<file path="src/rtl/mux2to1_rr_arbiter.sv">
// Round-robin arbiter that shares one 2:1 mux between two streaming requesters A and B.
// Optional per-grant beat bound: define MUX_ARB_BURST_LIMIT_EN (limit = MAX_BEATS).
module mux2to1_rr_arbiter #(
    parameter int DATA_W    = 8,
    parameter int MAX_BEATS = 16
) (
    input  logic              clk,
    input  logic              rst,
    input  logic              req_a,
    input  logic              req_b,
    input  logic              valid_a,
    input  logic              valid_b,
    input  logic              last_a,
    input  logic              last_b,
    input  logic [DATA_W-1:0] data_a,
    input  logic [DATA_W-1:0] data_b,
    output logic              gnt_a,
    output logic              gnt_b,
    output logic              ready_a,
    output logic              ready_b,
    output logic              sel,
    output logic              y_valid,
    output logic [DATA_W-1:0] y_data,
    input  logic              y_ready,
    output logic              busy
);

    // One-hot grant encoding so gnt_a/gnt_b come straight from flops.
    typedef enum logic [1:0] {
        IDLE  = 2'b00,
        GNT_A = 2'b01,
        GNT_B = 2'b10
    } state_t;

    state_t state, state_nxt;
    logic   ptr, ptr_nxt;      // 0: A wins a tie, 1: B wins a tie
    logic   sel_nxt;
    logic   beat_acc;
    logic   req_cur;
    logic   last_cur;
    logic   limit_hit;
    logic   txn_end;

    if (MAX_BEATS < 1) begin : g_bad_max_beats
        $error("MAX_BEATS must be at least 1");
    end

    assign gnt_a    = state[0];
    assign gnt_b    = state[1];
    assign busy     = gnt_a | gnt_b;
    assign ready_a  = gnt_a & y_ready;
    assign ready_b  = gnt_b & y_ready;
    assign y_valid  = (gnt_a & valid_a) | (gnt_b & valid_b);
    assign y_data   = sel ? data_b : data_a;
    assign beat_acc = y_valid & y_ready;

    assign req_cur  = gnt_a ? req_a  : req_b;
    assign last_cur = gnt_a ? last_a : last_b;
    assign txn_end  = busy & (~req_cur | (beat_acc & (last_cur | limit_hit)));

`ifdef MUX_ARB_BURST_LIMIT_EN
    localparam int CNT_W = $clog2(MAX_BEATS + 1);

    logic [CNT_W-1:0] beat_cnt;

    // Held at zero while idle, so every grant starts counting from zero.
    always_ff @(posedge clk or posedge rst) begin
        if (rst) begin
            beat_cnt <= '0;
        end else if (!busy) begin
            beat_cnt <= '0;
        end else if (beat_acc) begin
            beat_cnt <= beat_cnt + CNT_W'(1);
        end
    end

    assign limit_hit = (beat_cnt == CNT_W'(MAX_BEATS - 1));
`else
    assign limit_hit = 1'b0;
`endif

    always_comb begin
        // NOTE: every output of this block gets a default first; a path that
        // leaves one unassigned would infer a latch.
        state_nxt = state;
        ptr_nxt   = ptr;
        sel_nxt   = sel;
        case (state)
            IDLE: begin
                if (req_a && (!req_b || !ptr)) begin
                    state_nxt = GNT_A;
                    sel_nxt   = 1'b0;
                end else if (req_b) begin
                    state_nxt = GNT_B;
                    sel_nxt   = 1'b1;
                end
            end
            GNT_A: begin
                if (txn_end) begin
                    state_nxt = IDLE;
                    ptr_nxt   = 1'b1;
                end
            end
            GNT_B: begin
                if (txn_end) begin
                    state_nxt = IDLE;
                    ptr_nxt   = 1'b0;
                end
            end
            default: state_nxt = IDLE;
        endcase
    end

    always_ff @(posedge clk or posedge rst) begin
        // NOTE: non-blocking assignments so every flop samples pre-edge values,
        // independent of statement order.
        if (rst) begin
            state <= IDLE;
            ptr   <= 1'b0;
            sel   <= 1'b0;
        end else begin
            state <= state_nxt;
            ptr   <= ptr_nxt;
            sel   <= sel_nxt;
        end
    end

endmodule

</file>
<file path="config.mk">
export PLATFORM = sky130hd
export DESIGN_NAME = mux2to1_rr_arbiter
export DESIGN_NICKNAME = d
export VERILOG_FILES = /design/src/rtl/mux2to1_rr_arbiter.sv
export SDC_FILE = /design/constraint.sdc
export NUM_CORES = 1
export LEC_CHECK = 0
export ABC_AREA = 1
export ABC_CLOCK_PERIOD_IN_PS = 3550
export CORE_MARGIN = 8
export CORE_UTILIZATION = 31
export CTS_CLUSTER_SIZE = 28
export DETAILED_ROUTE_END_ITERATION = 12
export PLACE_DENSITY = 0.84
export SETUP_SLACK_MARGIN = 0.5
export SYNTH_ARGS = -nofsm -noshare
export SYNTH_HDL_FRONTEND = slang
export SYNTH_SLANG_ARGS = --single-unit
</file>
<file path="constraint.sdc">
create_clock -name clk -period 3.55 [get_ports clk]
set_input_delay 1.065 -clock clk [delete_from_list [all_inputs] [get_ports clk]]
set_output_delay 1.065 -clock clk [all_outputs]
set_load 0.1 [all_outputs]
</file>
## Yosys cells after proc, flatten, opt, wreduce, memory -nomap -nowiden

Index checks and enable logic that the tools add are counted.

- Output and inout bits: 15
- Logic and storage cells: 43
- Bits in registers: 4
- Input port bits: 25

- Muxes and demuxes: 12
- Eq/ne operators: 6
- Reduce and logical (&&, ||, !) cells: 11
- Bitwise logic cells: 11

Operators with widths:

| kind | number |
|---|---|
| 8-bit two-way mux | 1 |
| 1-bit bitwise AND | 7 |
| 1-bit two-way mux | 6 |
| 2-bit two-way mux | 3 |
| 2-bit inequality test, second input constant | 2 |
| 2-bit case mux with 2 select lines | 1 |
| 2-bit AND reduction | 2 |
| 2-bit nonzero test | 2 |
| 3-bit inequality test, second input constant | 1 |
| 1-bit bitwise OR | 3 |
| 3-bit AND reduction | 1 |
| 2-bit by 1-bit equality test with 1-bit output, second input constant | 1 |
| 2-bit equality test, second input constant | 1 |
| 1-bit zero test | 2 |
| 2-bit zero test | 1 |
| 2-bit by 1-bit inequality test with 1-bit output, second input constant | 1 |
| 1-bit case mux with 2 select lines | 1 |
| 2-bit OR reduction | 1 |
| 1-bit logical AND | 1 |
| 1-bit logical OR | 1 |
| 1-bit NOT | 1 |

## Depth between registers and ports, before layout

Gate-level depths: netlist (run 1).

- Depth in word-level cells: 8
- Depth in mapped cells: 10
- Depth with buffers taken out: 10

## Worst setup path before layout (run 1)

Ideal clock, no wire load.

- Kind: register to output
- From: register sel
- To: output y_data[0]
- Stages on the path, launching flop included: 5
- Data arrival time: 2.013 ns
- Path buffers: 1
- Data required time: 2.485 ns
- Path slack: 0.472 ns
- Cells stage by stage: dfrtp_1 -> buf_2 -> clkinv_1 -> nand2_1 -> nand2_1

- Cells in the longest elaborated chain, start to end: 1

RTL lines:

| item | RTL line | RTL |
|---|---|---|
| from (decl) | 21 | `output logic sel,` |
| from (signal assigned) | 124 | `sel <= sel_nxt;` |
| 8-bit two-way mux | 54 | `assign y_data = sel ? data_b : data_a;` |
| to (decl) | 23 | `output logic [DATA_W-1:0] y_data,` |

No other way between the ends.

## Worst setup path after layout (run 1)

- From: input y_ready
- To: output ready_a

- Cells in the longest elaborated chain, start to end: 1

RTL lines:

| item | RTL line | RTL |
|---|---|---|
| from (decl) | 24 | `input logic y_ready,` |
| 1-bit bitwise AND | 51 | `assign ready_a = gnt_a & y_ready;` |
| to (decl) | 19 | `output logic ready_a,` |

No other way between the ends.

==> results of run 1 <==
flip-flops by register name, summed over array words and instances (netlist names):
| signal | cells |
|---|---|
| ptr | 1 |
| state | 2 |
| sel | 1 |
worst paths after layout:
| kind | startpoint | endpoint | slack [ns] | cells past startpoint |
|---|---|---|---|---|
| setup / recovery | y_ready | ready_a | 0.55 | 4 |
| hold / removal | state[1] | state[1] | 0.59 | 2 |
| setup reg to reg | state[0] | state[0] | 2.08 | 4 |
| hold reg to reg | state[1] | state[1] | 0.59 | 2 |
| max in group asynchronous | rst | sel | 2.40 | 2 |
| min in group asynchronous | rst | ptr | 1.00 | 2 |
cell usage in the layout (no fill, tap or decap), drive strengths merged, types with 2 or more instances in the layout:
cell type      count
ha                 3
dfrtp              4
nand2             45
buf               15
o21ai              2
clkdlybuf4s50     24
nand3              4
clkbuf             4
inv                9
metrics by stage:
step           area, um^2  worst slack [ns]  cells
2_1_floorplan         417             0.647     72
3_3_place_gp          921             0.578    125
3_5_place_dp          921             0.544    125
4_1_cts               947             0.543    129
5_1_grt               947             0.510    129
6_report              947             0.547    129
logic make-up after synthesis:
family                   share of synthesized area [%]
AO/OA/AOI/OAI                                     5.42
flip-flops                                        24.1
adder cells (fa/ha/maj)                           9.04
buffers and inverters                             10.2
AND/OR/NAND/NOR                                   51.2
critical path, stage by stage:
cell and delay, ns:
clkdlybuf4s50_1 0.52, nand2_1 0.07, inv_1 0.10, buf_12 0.18
layout make-up:
type / instances / area share [%]
multi-input cells: 57 / 28.8
clock buffers: 4 / 2.77
inverters: 10 / 3.96
flip-flops and latches: 4 / 10.7
well taps: 15 / 1.98
repair buffers: 39 / 51.8
metal layers:
layer,part of all wire (%),up-vias
li1,-,300
met3,5.0,4
met5,0,-
met1,34,254
met4,1.8,0
met2,60,20
==> impl_metrics.csv, run 1 <==
group,metric,value,unit
logic_synthesis,avgSynthCellArea,5.77,um^2
global_route,use_met2,24.7,%
sta,setup_viol,0,
worst_setup_path,cp.required,2.48,ns
global_route,antenna_found_initial,0,
logic_synthesis,ys_async_sr_fraction,100,%
logic_synthesis,synth_cell_types,14,
logic_synthesis,synth.area.top_cells,"nand2_1 (36%), dfrtp_1 (24%), ha_1 (9.0%)",
global_route,use_met1,13.2,%
sta,whs,0.591,ns
detailed_routing,drc,0,
floorplan,start_util,32.7,%
worst_setup_path,critPathMaxFanout,3,
logic_synthesis,synth_most_common_cell,"nand2_1",
detailed_routing,drt_pass1_iterations,4,
logic_synthesis,netlist_instances,72,
global_route,grt_pass1_vias,614,
cts,cts.sinks,4,
floorplan,row_count,13,
detailed_routing,vias,578,
global_route,gr-total-overflow,0,
cts,tritoncts.num_buffers,3,
logic_synthesis,synth_nets,100,
sta,post-route-period-util,84.6,%
placed_design,io_buffers,39,
worst_setup_path,crit_path_start_kind,"input port",
sta,finClkSkew,0.00684,ns
floorplan,die_width,52.6,um
layout,drive_gt1_share,22.8,%
cts,clk-insertion-delay-late,0.24,ns
floorplan,die-area,2770,um^2
sta,drv_slew,0,
sta,relSlewSlack,81.2,%
worst_hold_path,holdCritPathClass,"flip-flop to flip-flop",
placed_design,dp_hpwl,1490,um
floorplan,die-height,52.6,um
logic_synthesis,synthFlopType,"dfrtp_1",
placed_design,gp_congestion,0.755,
detailed_routing,finalWirelength,1710,um
layout,final-seq-area,101,um^2
layout,num-fill-cells,91,
floorplan,pin_count,40,
cts,hold_buffers,0,
global_route,grt_max_degree,11,
layout,multi_input_area,273,um^2
logic_synthesis,syn_area,415,um^2
sta,timing.final.crit_period,3.00,ns
cts,postCtsSetupRepairBufs,0,
global_route,top_usage_layer,"met2",
sta,tightest_slew,0.284,ns
global_route,grt_pass1_wl,2770,um
cts,cts_resized,0,
layout,antenna_cells,0,
sta,rsz0062_at_grt,"false",
layout,area_delta_synth_final,128,%
sta,fin_tns_setup,0,ns
worst_setup_path,cp-end-kind,"primary output",
cts,clkTransAtPathRegs,0.03,ns
logic_synthesis,ys_seq_area_share,24.1,%
logic_synthesis,yosys_warnings,0,
cts,cts-root-buf,"clkbuf_4",
detailed_routing,ant_nets,0,
sta,hold_violations,0,
global_route,grt.total_usage,13.4,%
global_route,use_met3,1.70,%
logic_synthesis,synth_commonest_cells,"nand2_1 (40), inv_1 (8), nand2_2 (5)",
worst_setup_path,crit_type,"input port to primary output",
detailed_routing,drt_iter0_markers,19,
sta,fmax,0.333,GHz
logic_synthesis,synth_top_area_share,36.1,%
detailed_routing,wl_per_cell,13.3,um
logic_synthesis,synth_edf_count,0,
logic_synthesis,yosys.area.top_type,"nand2_1",
run_status,status,"finished clean",
layout,post-route-util,74.7,%
worst_setup_path,cp.arrival,1.94,ns
job,cap_violations,0,
logic_synthesis,ys_ff_latch,4,
cts,htreeDepth,1,
cts,cts_buffer_depth,2,
floorplan,core_area,1270,um^2
cts,cts_tree,"built",
layout,nNetsFinal,143,
detailed_routing,via_per_inst,4.48,
Power of run 1 is not shown: default switching activity piles up to over one toggle a cycle in this logic, so the estimate is an artifact.
==> inputs of run 2 (changes only) <==
- ABC_CLOCK_PERIOD_IN_PS: 3550 -> 2700
- CORE_ASPECT_RATIO: unset -> 0.9
- CORE_UTILIZATION: 31 -> 26
- PLACE_DENSITY: 0.84 -> 0.75
- clock period: 3.55 -> 2.7 ns (I/O delays scaled with it)
==> run 2 against run 1 <==
Die area rose by 13%. Via count fell by 0.17%. Flip-flop and latch count did not move. Hold slack improved by 0.013 ns. Final area rose by 13%. Final cell count rose by 1.6%. First-iteration DRC count fell by 68%. Non-clock buffer count rose by 2. Largest cell class unchanged. Highest routed layer unchanged.
==> impl_metrics.csv, run 2 (same netlist as run 1, synthesis figures left out) <==
group,metric,value,unit
run_status,status,"finished clean",
detailed_routing,wl_per_cell,13.9,um
sta,drv_slew,0,
floorplan,die-area,3130,um^2
detailed_routing,drc,0,
detailed_routing,ant_nets,0,
cts,cts_tree,"built",
sta,whs,0.603,ns
sta,fmax,0.461,GHz
sta,setup_viol,0,
worst_setup_path,crit-reg2reg-capture,"state[0]",
worst_setup_path,critical_path_buf_inv_count,2,
cts,cts.sinks,4,
sta,post-route-period-util,80.3,%
global_route,grt_pass1_wl,2600,um
worst_setup_path,cp_slowest_stage_delay,0.23,ns
global_route,gr-total-overflow,0,
cts,htreeDepth,1,
worst_setup_path,critPathLaunch,"valid_a",
cts,clkTransAtPathRegs,0.04,ns
layout,largest_reg_flops,2,
sta,hold_violations,0,
layout,drive_gt1_share,50.0,%
layout,final_cell_mix,"nand2_2 (22), nand2_1 (16), dlygate4sd2_1 (14)",
global_route,grt_pass1_vias,543,
worst_setup_path,critPathSlowestCell,"dlygate4sd2_1",
placed_design,dp_hpwl,1500,um
worst_setup_path,critPathMaxFanout,2,
detailed_routing,drt_pass1_iterations,4,
cts,hold_buffers,0,
worst_hold_path,holdCritPathClass,"flip-flop to flip-flop",
layout,reg_top3,"state (2), ptr (1), sel (1)",
worst_hold_path,hold_end,"state[1]",
worst_setup_path,cp.required,1.89,ns
layout,antenna_cells,0,
worst_setup_path,cp.arrival,1.36,ns
detailed_routing,drt_iter0_markers,6,
sta,rsz0062_at_grt,"false",
floorplan,die_width,58.1,um
worst_hold_path,hold_depth,2,
cts,tritoncts.num_buffers,3,
worst_setup_path,reg2reg_from,"state[0]",
floorplan,die-height,53.9,um
layout,area_delta_synth_final,159,%
floorplan,start_util,28.4,%
sta,fin_tns_setup,0,ns
placed_design,io_buffers,39,
detailed_routing,via_per_inst,4.40,
worst_hold_path,hp-start,"state[1]",
sta,timing.final.crit_period,2.17,ns
cts,cts-root-buf,"clkbuf_4",
layout,num-fill-cells,115,
placed_design,gp_congestion,0.841,
global_route,grt.total_usage,11.0,%
placed_design,place_inst,125,
floorplan,pin_count,40,
cts,cts_buffer_depth,2,
worst_setup_path,crit_path_start_kind,"input port",
global_route,grt_max_degree,11,
worst_setup_path,critical-path-top-delay-family,"buffers and inverters",
worst_setup_path,crit_type,"input port to primary output",
cts,clk-insertion-delay-late,0.25,ns
layout,top_register,"state",
floorplan,row_count,13,
floorplan,core_area,1460,um^2
worst_setup_path,rrSetupSlack,1.27,ns
layout,nNetsFinal,145,
detailed_routing,vias,577,
layout,final_common_cell,"nand2_2",
worst_setup_path,crit_chain,"dlygate4sd2_1 -> nand2_1 -> nand2_2 -> buf_12",
worst_setup_path,cp-end-kind,"primary output",
layout,post-route-util,73.4,%
sta,relSlewSlack,81.4,%
detailed_routing,finalWirelength,1820,um
sta,tightest_slew,0.281,ns
layout,instances_no_fill,131,
sta,finClkSkew,0.0118,ns
job,cap_violations,0,
global_route,antenna_found_initial,0,
worst_setup_path,reg2regPathDepth,5,
==> run 2: worst max path at each step <==
| stage | cells after the start | endpoint | slack, ns |
|---|---|---|---|
| 3_3_place_gp | 4 | ready_a | 0.23 |
| 2_1_floorplan | 4 | y_data[0] | 0.47 |
| 6_report | 4 | y_valid | 0.53 |
| 4_1_cts | 4 | y_data[5] | 0.30 |
| 3_5_place_dp | 4 | ready_a | 0.21 |
| 5_1_grt | 4 | busy | 0.50 |
==> run 2: layout make-up <==
type                       count  area, um^2  share of cell area, %
multi-input combinational     57         368                   34.2
inverter                      10        47.5                   4.42
clock buffer                   4        26.3                   2.44
tap                           15        18.8                   1.75
timing repair buffer          41         503                   46.8
sequential                     4         111                   10.4
==> run 2: stage by stage <==
| step | area (um^2) | setup slack (ns) |
|---|---|---|
| 3_5_place_dp | 1010 | 0.206 |
| 3_3_place_gp | 1010 | 0.225 |
| 2_1_floorplan | 489 | 0.466 |
| 5_1_grt | 1070 | 0.497 |
| 6_report | 1070 | 0.533 |
| 4_1_cts | 1060 | 0.302 |
==> run 2: worst register-to-register path, delay by kind of cell, from the launching register on <==
| family | cells | cell delay (ns) |
|---|---|---|
| flops | 1 | 0.52 |
| fa+ha+maj | 1 | 0.20 |
| simple gates | 2 | 0.45 |
| buf+inv | 2 | 0.21 |
==> run 2: per-layer routing <==
metal  up-vias  routed length [um]  GRT usage (%)
li1        305                   -              -
met2         9                1090           20.7
met5         -                   0              0
met1       261                 667           11.5
met4         0                  13           4.88
met3         2                  49           2.61
==> run 2: what timing repair did <==
action / CTS / global route
gates resized for setup: 34 / 7
endpoints found under the hold margin: 0 / 0
pin swaps: 12 / 4
buffers inserted: 1 / 1
setup endpoints to repair: 11 / 8
Power of run 2 is left out for the same reason.
==> inputs of run 3 (changes only) <==
- ABC_CLOCK_PERIOD_IN_PS: 2700 -> 1900
- clock period: 2.7 -> 1.9 ns (I/O delays scaled with it)
==> run 3 against run 2 <==
The flow now stops in clock tree synthesis. Synthesized cell count stayed put. Synthesized area unchanged.
==> impl_metrics.csv, run 3 <==
group,metric,value,unit
run_status,status,"aborted with a tool error",
cts,cts.sinks,4,
floorplan,die_width,58.1,um
logic_synthesis,ys_seq_area_share,24.1,%
cts,htreeDepth,1,
logic_synthesis,yosys_warnings,0,
cts,tritoncts.num_buffers,3,
logic_synthesis,ys_async_sr_fraction,100,%
cts,cts_resized,51,
placed_design,io_buffers,39,
logic_synthesis,synth_top_area_share,36.1,%
floorplan,row_count,13,
logic_synthesis,synth_edf_count,0,
cts,cts-root-buf,"clkbuf_4",
logic_synthesis,avgSynthCellArea,5.77,um^2
logic_synthesis,synth_most_common_cell,"nand2_1",
run_status,haltStage,"clock tree synthesis",
logic_synthesis,synth_cell_types,14,
logic_synthesis,synth_nets,100,
logic_synthesis,syn_area,415,um^2
cts,postCtsSetupRepairBufs,12,
logic_synthesis,synth_commonest_cells,"nand2_1 (40), inv_1 (8), nand2_2 (5)",
logic_synthesis,synthFlopType,"dfrtp_1",
floorplan,pin_count,40,
cts,hold_buffers,0,
floorplan,die-height,53.9,um
placed_design,dp_hpwl,1610,um
floorplan,start_util,28.4,%
cts,cts_buffer_depth,2,
logic_synthesis,ys_ff_latch,4,
run_status,tool.error,"[ERROR DPL-0033] detailed placement checks failed during check placement.",
logic_synthesis,yosys.area.top_type,"nand2_1",
logic_synthesis,netlist_instances,72,
placed_design,gp_congestion,0.851,
logic_synthesis,synth.area.top_cells,"nand2_1 (36%), dfrtp_1 (24%), ha_1 (9.0%)",
## run 3: cell counts after synthesis
No cell type changed its count.
## run 3: logic make-up after synthesis
logic type / count (synthesis) / synth area share, %
AOI/OAI and AO/OA: 4 / 5.42
adders and majority gates: 3 / 9.04
buffers and inverters: 11 / 10.2
DFF: 4 / 24.1
and+or+nand+nor: 50 / 51.2
## run 3: metrics by stage
step                setup slack [ns]  area, um^2  std cells  setup TNS, ns
floorplan                      0.186         693         72              0
global placement              -0.141        1250        127          -1.10
detailed placement            -0.163        1250        127          -1.28
==> inputs of run 4 (changes only) <==
- ABC_CLOCK_PERIOD_IN_PS: 1900 -> 2450
- CORE_AREA: unset -> 8 8 69 71
- CORE_ASPECT_RATIO: 0.9 -> unset
- CORE_MARGIN: 8 -> unset
- CORE_UTILIZATION: 26 -> unset
- CTS_CLUSTER_SIZE: 28 -> unset
- DIE_AREA: unset -> 0 0 77 79
- PLACE_DENSITY: 0.75 -> unset
- PLACE_DENSITY_LB_ADDON: unset -> 0.15
- SETUP_SLACK_MARGIN: 0.5 -> unset
- clock period: 1.9 -> 2.45 ns (I/O delays scaled with it)
==> run 4 against run 3 <==
The flow now finishes without violations.
==> impl_metrics.csv, run 4 (same netlist as run 1, synthesis figures left out) <==
group,metric,value,unit
run_status,status,"finished clean",
worst_setup_path,reg2regPathDepth,5,
placed_design,dp_hpwl,1540,um
worst_setup_path,cp.arrival,1.58,ns
worst_hold_path,hp-start,"state[1]",
global_route,gr-total-overflow,0,
global_route,grt.total_usage,6.26,%
floorplan,core_area,3800,um^2
layout,area_delta_synth_final,151,%
worst_setup_path,rrSetupSlack,1.05,ns
cts,clkTransAtPathRegs,0.03,ns
global_route,grt_pass1_vias,640,
layout,num-fill-cells,423,
layout,final_common_cell,"nand2_1",
worst_setup_path,cp.required,1.71,ns
floorplan,row_count,23,
global_route,grt_max_degree,11,
placed_design,io_buffers,39,
floorplan,die-height,79,um
sta,hold_violations,0,
cts,cts_resized,0,
job,cap_violations,0,
layout,final_cell_mix,"nand2_1 (33), clkdlybuf4s50_1 (24), nand2_2 (12), buf_12 (12), inv_1 (8)",
worst_hold_path,hold_depth,2,
worst_hold_path,hold_end,"state[1]",
sta,setup_viol,0,
worst_setup_path,cp-end-kind,"primary output",
worst_setup_path,critPathSlowestCell,"clkdlybuf4s50_1",
sta,finClkSkew,0.00262,ns
floorplan,die-area,6080,um^2
worst_setup_path,crit_type,"input port to primary output",
detailed_routing,vias,574,
layout,final-seq-area,104,um^2
sta,rsz0062_at_grt,"false",
detailed_routing,via_per_inst,3.50,
worst_setup_path,critical_path_buf_inv_count,3,
detailed_routing,drc,0,
floorplan,die_width,77,um
worst_setup_path,crit_chain,"clkdlybuf4s50_1 -> nand2_1 -> inv_1 -> buf_12",
worst_setup_path,reg2reg_from,"state[0]",
sta,post-route-period-util,94.7,%
layout,reg_top3,"state (2), ptr (1), sel (1)",
cts,hold_buffers,0,
detailed_routing,dr_wl_met2,654,um
global_route,antenna_found_initial,0,
detailed_routing,route.met3.wl,214,um
cts,cts-root-buf,"clkbuf_8",
layout,largest_reg_flops,2,
floorplan,pin_count,40,
floorplan,start_util,10.9,%
cts,cts.sinks,4,
detailed_routing,ant_nets,0,
layout,nNetsFinal,143,
detailed_routing,wl_per_cell,11.4,um
worst_setup_path,crit_path_start_kind,"input port",
sta,relSlewSlack,81.4,%
layout,top_register,"state",
sta,drv_slew,0,
detailed_routing,top_layer,"met3",
worst_setup_path,critPathMaxFanout,3,
cts,clk-insertion-delay-late,0.22,ns
sta,fmax,0.431,GHz
cts,htreeDepth,1,
worst_hold_path,holdCritPathClass,"flip-flop to flip-flop",
cts,cts_buffer_depth,2,
detailed_routing,drt_iter0_markers,11,
cts,postCtsSetupRepairBufs,0,
worst_setup_path,crit-reg2reg-capture,"state[0]",
cts,cts_tree,"built",
placed_design,gp_congestion,0.679,
layout,multi_input_area,290,um^2
cts,tritoncts.num_buffers,3,
sta,timing.final.crit_period,2.32,ns
worst_setup_path,cp_slowest_stage_delay,0.51,ns
placed_design,place_inst,160,
detailed_routing,drt_pass1_iterations,2,
layout,instances_no_fill,164,
detailed_routing,finalWirelength,1860,um
detailed_routing,drt-met1-wl,995,um
sta,tightest_slew,0.281,ns
worst_setup_path,critical-path-top-delay-family,"buffers and inverters",
global_route,grt_pass1_wl,3070,um
layout,antenna_cells,0,
layout,drive_gt1_share,30.7,%
run 4: routing by layer:
layer | vias up | GRT usage (%)
met1 | 233 | 7.95
met4 | 0 | 1.70
met2 | 42 | 8.75
met5 | - | 0
met3 | 0 | 3.61
li1 | 299 | -
run 4: final cells by class:
class	instances	share of cell area [%]
Clock buffer	4	4.32
Inverter	10	3.60
Multi-Input combinational cell	57	27.9
Sequential cell	4	9.96
Tap cell	50	6.00
Timing Repair Buffer	39	48.3
run 4: worst reg2reg max path: stages (launching register included):
cell and delay (ns):
dfrtp_2 0.47, inv_1 0.14, ha_1 0.20, inv_2 0.08, or3_1 0.37, nand2_1 0.08
run 4: per-stage QoR:
step / util [%] / setup TNS (ns) / hold slack (ns) / worst slack [ns] / area, um^2
after CTS: 27.4 / 0 / 0.573 / 0.123 / 1040
after floorplan: - / -0.00896 / 0.501 / -0.00896 / 437
after detailed placement: 26.3 / 0 / 0.563 / 0.125 / 997
after global placement: 26.3 / 0 / 0.569 / 0.136 / 997
final: 27.4 / 0 / 0.565 / 0.131 / 1040
after global routing: 27.4 / 0 / 0.608 / 0.0556 / 1040
run 4: worst max-delay path by stage:
stage	from	to	cells past startpoint
2_1_floorplan	sel	y_data[0]	4
3_3_place_gp	y_ready	ready_a	4
3_5_place_dp	y_ready	ready_a	4
4_1_cts	y_ready	ready_a	4
5_1_grt	y_ready	ready_a	4
6_report	y_ready	ready_a	4
Power of run 4 is left out for the same reason.
